$ cat src/rtl/xbar_ctrl_rr.sv
// Crossbar control for simple_mesh_xy: one staged flit per input, and a
// round-robin arbiter per output that holds the output for a whole packet.
//
// Ports:
//   clk_i, rst_ni   switch clock, async active-low reset
//   empty_i         input FIFO empty flags
//   rd_en_o         input FIFO pop (data lands in staging reg next cycle)
//   vld_input_o     staging reg i holds a valid flit
//   route_i         destination of staged flit i, slice [i*SEL_W +: SEL_W]
//   last_i          staged flit i is a packet tail
//   full_i          output FIFO full flags
//   wr_en_o         output FIFO push
//   sel_o           per-output input select, slice [o*SEL_W +: SEL_W]
//   err_o           sticky: a valid staged flit had an out-of-range route
module xbar_ctrl_rr #(
  parameter int PORT_N = 5
) (
  input  logic                      clk_i,
  input  logic                      rst_ni,
  input  logic [PORT_N-1:0]         empty_i,
  output logic [PORT_N-1:0]         rd_en_o,
  output logic [PORT_N-1:0]         vld_input_o,
  input  logic [PORT_N*$clog2(PORT_N)-1:0] route_i,
  input  logic [PORT_N-1:0]         last_i,
  input  logic [PORT_N-1:0]         full_i,
  output logic [PORT_N-1:0]         wr_en_o,
  output logic [PORT_N*$clog2(PORT_N)-1:0] sel_o,
  output logic                      err_o
);

  localparam int SEL_W = $clog2(PORT_N);

  typedef logic [SEL_W-1:0] sel_t;
  typedef enum logic {
    IDLE = 1'b0,
    BUSY = 1'b1
  } lock_e;

  logic [PORT_N-1:0] vld_q, vld_d;
  lock_e             lock_q  [PORT_N];
  lock_e             lock_d  [PORT_N];
  sel_t              owner_q [PORT_N];
  sel_t              owner_d [PORT_N];
  sel_t              ptr_q   [PORT_N];
  sel_t              ptr_d   [PORT_N];
  logic              err_q, err_d;

  sel_t              route   [PORT_N];
  logic [PORT_N-1:0] req     [PORT_N];
  sel_t              win     [PORT_N];
  logic [PORT_N-1:0] win_vld;
  logic [PORT_N-1:0] grant;
  logic [PORT_N-1:0] pop;
  logic [PORT_N-1:0] rd_en;

  always_comb begin
    for (int i = 0; i < PORT_N; i++) begin
      route[i] = route_i[i*SEL_W +: SEL_W];
    end
  end

  // req[o][i]: input i wants output o
  always_comb begin
    for (int o = 0; o < PORT_N; o++) begin
      for (int i = 0; i < PORT_N; i++) begin
        req[o][i] = vld_q[i] && (route[i] == sel_t'(o));
      end
    end
  end

  // Downward scan so the requester closest to ptr is written last and wins.
  always_comb begin
    sel_t idx;
    idx = '0;
    for (int o = 0; o < PORT_N; o++) begin
      win[o]     = '0;
      win_vld[o] = 1'b0;
      if (lock_q[o] == BUSY) begin
        win[o]     = owner_q[o];
        win_vld[o] = req[o][owner_q[o]];
      end else begin
        for (int k = PORT_N - 1; k >= 0; k--) begin
          idx = sel_t'((int'(ptr_q[o]) + k) % PORT_N);
          if (req[o][idx]) begin
            win[o]     = idx;
            win_vld[o] = 1'b1;
          end
        end
      end
    end
  end

  assign grant = win_vld & ~full_i;

  always_comb begin
    pop = '0;
    for (int o = 0; o < PORT_N; o++) begin
      for (int i = 0; i < PORT_N; i++) begin
        if (grant[o] && (win[o] == sel_t'(i))) pop[i] = 1'b1;
      end
    end
  end

  // Refill a slot in the same cycle it drains.
  assign rd_en = {PORT_N{rst_ni}} & ~empty_i & (~vld_q | pop);
  assign vld_d = rd_en | (vld_q & ~pop);

  always_comb begin
    err_d = err_q;
    for (int i = 0; i < PORT_N; i++) begin
      if (vld_q[i] && (int'(route[i]) >= PORT_N)) err_d = 1'b1;
    end
  end

  always_comb begin
    for (int o = 0; o < PORT_N; o++) begin
      lock_d[o]  = lock_q[o];
      owner_d[o] = owner_q[o];
      ptr_d[o]   = ptr_q[o];
      if (grant[o]) begin
        unique case (lock_q[o])
          IDLE: begin
            ptr_d[o] = (int'(win[o]) == PORT_N - 1) ?
                       '0 : win[o] + sel_t'(1);
            if (!last_i[win[o]]) begin
              lock_d[o]  = BUSY;
              owner_d[o] = win[o];
            end
          end
          BUSY: begin
            if (last_i[win[o]]) lock_d[o] = IDLE;
          end
          default: ;
        endcase
      end
    end
  end

  always_ff @(posedge clk_i or negedge rst_ni) begin
    if (!rst_ni) begin
      vld_q <= '0;
      err_q <= 1'b0;
      for (int o = 0; o < PORT_N; o++) begin
        lock_q[o]  <= IDLE;
        owner_q[o] <= '0;
        ptr_q[o]   <= '0;
      end
    end else begin
      vld_q <= vld_d;
      err_q <= err_d;
      for (int o = 0; o < PORT_N; o++) begin
        lock_q[o]  <= lock_d[o];
        owner_q[o] <= owner_d[o];
        ptr_q[o]   <= ptr_d[o];
      end
    end
  end

  always_comb begin
    for (int o = 0; o < PORT_N; o++) begin
      sel_o[o*SEL_W +: SEL_W] = win[o];
    end
  end

  assign wr_en_o     = grant;
  assign rd_en_o     = rd_en;
  assign vld_input_o = vld_q;
  assign err_o       = err_q;

endmodule

$ cat config.mk
export PLATFORM = sky130hd
export DESIGN_NAME = xbar_ctrl_rr
export DESIGN_NICKNAME = d
export VERILOG_FILES = /design/src/rtl/xbar_ctrl_rr.sv
export SDC_FILE = /design/constraint.sdc
export NUM_CORES = 1
export LEC_CHECK = 0
export BUFFER_PORTS_ARGS = -buffer_cell sky130_fd_sc_hd__buf_2
export CORE_MARGIN = 8
export CORE_UTILIZATION = 50
export CTS_BUF_LIST = sky130_fd_sc_hd__clkbuf_16
export DETAILED_ROUTE_END_ITERATION = 10
export PLACE_DENSITY = 0.76
export SKIP_CTS_REPAIR_TIMING = 1
export SLEW_MARGIN = 10
export SYNTH_ARGS = -nofsm -noshare
export SYNTH_HDL_FRONTEND = slang
export SYNTH_SLANG_ARGS = --single-unit
$ cat constraint.sdc
create_clock -name clk_i -period 7.4 [get_ports clk_i]
set_clock_uncertainty 0.2 [all_clocks]
set_input_delay 0.74 -clock clk_i [delete_from_list [all_inputs] [get_ports clk_i]]
set_output_delay 0.74 -clock clk_i [all_outputs]
set_load 0.01 [all_outputs]
==> metrics.cfg <==
[drt]
drt_iter0_markers = 1144
ant_nets = 0
first_pass_iters = 5
dr_total_vias = 12000
wl_per_cell_um = 18.9
wl_mm = 34.2
routed_via_density = 6.61
route.detailed.drc = 0

[critical_path]
crit_family = compound AO/OA/AOI/OAI gates
r2r-start = ptr_q[1]$_DFFE_PN0P_
startpoint = ptr_q[4]$_DFFE_PN0P_
end_kind = output port
path_max_fanout = 11
cp_data_arrival_time_ns = 6.04
worstPathRequired_ns = 6.46
startpoint_type = register
crit_chain = clkinvlp_4 -> ha_2 -> inv_1 -> ha_1 -> inv_1 -> ha_1 -> nor3_1 -> or3_1 -> and2_1 -> inv_1 -> ha_1 -> nand2b_1 -> a22oi_2 -> mux2_2 -> a21o_1 -> a22o_1 -> a21boi_0 -> o21ai_1 -> nor2b_1 -> a22oi_1 -> a41oi_1 -> buf_2
path_buf_inv = 5
critical-path-max-stage-delay_ns = 0.54
path_class = register to output port
r2r_slack_ns = 1.49
critPathSlowestCell = dfrtp_1

[logic_synthesis]
syn_area_sq_um = 11300
synthCells = 1488
syn_area_per_cell_sq_um = 7.61
async_flop_share_pct = 100
synth.area.top_cells = ha_1 14%, dfrtp_1 9.1%, mux2i_1 6.1%
syn_nets = 1647
synth_top_cell_by_area = ha_1
synth_top_area_share_pct = 14.0
yosysWarnings = 0
synth_edf_count = 0
synth_flop_cell = dfrtp_1
ys_seq_area_share_pct = 9.06
synth-seq-cells = 41
synthDistinctLibCells = 107

[timing]
fmax_mhz = 143
post-route-min-period_ns = 6.98
maxSlewViolCount = 0
setup_viol = 0
hold_viol_final = 0
whs_ns = 0.329
worst_slew_pin_slew_ns = 1.18
period_share_pct = 94.3
relSlewSlack_pct = 21.5

[global_route]
met2_usage_pct = 37.4
antenna_found_initial = 0
grt_use_met1_pct = 31.5
met3_usage_pct = 3.40
grt_pass1_vias = 11000
busiest_layer = met2
grt_usage_pct = 23.3
grt_pass1_wl_mm = 55.2
grt_max_degree = 48
grt.overflow.total = 0

[clock_tree]
cts_sinks = 41
cts.path.max_buffers = 2
htree_num_levels = 2
cts_buffers = 5
clk_pin_slew_worst_paths_ns = 0.06
cts_tree = done
clk_latency_ns = 0.30
cts-root-buf = clkbuf_16

[run_status]
outcome = finished, final reports clean

[placed_design]
dp_hpwl_mm = 26.7
io_buffers = 62
place.gp.congestion = 0.967

[finish]
fin_nets = 1681
multi_input_area_sq_um = 9680
diodes = 0
drive_above_1_share_pct = 14.0
fill_cells = 2164
area_growth_pct = 6.98
post-route-util_pct = 54.0
final_common_cell = ha_1
seq_area_sq_um = 1030
final_cell_mix = 125 x ha_1, 106 x nand2_1, 101 x inv_1

[die]
start_util_pct = 50.5
fp.dieArea_sq_um = 27700
rows = 55
dieWidth_um = 167
io_pins = 63
core_sq_um = 22400
die_h_um = 167

[run]
maxCapViolations = 0

[hold_path]
hold_path_class = primary input to async pin

[registers in the layout (all words and copies together) (netlist names)]
signal and flops:
err_o 1, lock_q 5, owner_q 15, ptr_q 15, vld_input_o 5
[per-layer routing]
| layer | wire [um] | up-vias |
|---|---|---|
| met4 | 980 | 0 |
| met3 | 2670 | 66 |
| met1 | 15400 | 5636 |
| met2 | 15200 | 515 |
| met5 | 0 | - |
| li1 | - | 5733 |
[synth_stat cells (12+ instances only)]
library cell    n
or3_1          17
o211ai_1       35
dfrtp_1        41
ha_1          127
nand3_1        35
and3_1         17
o22ai_1        16
o21a_1         12
or2_2          18
a22oi_1        14
a21oi_1        86
a31oi_1        22
nor2b_1        23
nand2_1       106
mux2i_1        69
a21o_1         20
nor4_1         13
a211oi_1       37
o31ai_1        13
mux4_2         14
nor3_1         35
and2_1         25
clkbuf_1       29
nor2_1         97
o21ai_0        79
nand2b_1       36
xnor2_1        35
mux2_2         33
buf_2          16
inv_1         101
[final timing paths]
path                                                  to  cells past startpoint
worst max-delay path                          rd_en_o[0]                     22
worst min register to register   owner_q[11]$_DFFE_PN0P_                      1
min in group clk_i               owner_q[11]$_DFFE_PN0P_                      1
max in group asynchronous          ptr_q[10]$_DFFE_PN0P_                      2
worst max register to register  vld_input_o[3]$_DFF_PN0_                     25
worst min-delay path               ptr_q[12]$_DFFE_PN0P_                      2
[layout make-up]
class                   count  share of cell area [%]
well taps                 285                    2.94
clock buffers               5                    1.03
clock inverters             3                   0.310
inverters                 107                    3.40
repair buffers             84                    3.92
multi-input cells        1283                    79.9
flip-flops and latches     41                    8.49
[logic make-up after synthesis]
group,Yosys count,share of synthesized area (%)
adders and majority gates,127,14.0
and+or+nand+nor,509,24.6
DFF,41,9.06
xor gates and xnor gates,40,3.29
AOI/OAI and AO/OA,486,30.6
muxes,121,12.7
buffers and inverters,164,5.75
[through the flow]
stage | cells | worst slack (ns) | setup TNS [ns] | instance area (sq um)
after floorplan | 1488 | 0.712 | 0 | 11300
after global placement | 1800 | 0.538 | 0 | 11900
after detailed placement | 1800 | 0.214 | 0 | 11900
after CTS | 1808 | -0.133 | -0.133 | 12100
after global routing | 1808 | -0.0113 | -0.0113 | 12100
final | 1808 | 0.423 | 0 | 12100
[worst reg2reg max path, cell delays in order, from the launching register on]
cell and delay (ns):
dfrtp_2 0.50, inv_4 0.15, ha_2 0.25, inv_1 0.08, ha_1 0.35, inv_1 0.13, ha_1 0.23, nor3_4 0.08
o21ai_0 0.36, nand2_1 0.17, ha_1 0.24, nor2b_1 0.17, o32ai_4 0.34, o21bai_1 0.19, a21o_1 0.21, nor2_1 0.06
a311oi_1 0.31, nor4_1 0.11, a211o_1 0.39, ha_1 0.25, ha_1 0.18, inv_1 0.04, o21ai_0 0.09, a221o_1 0.30
a221oi_2 0.30, nand2b_1 0.15
Power is left out: the tool's default activity adds up to more than one toggle a clock period on the data nets, which glitch-free logic cannot reach.
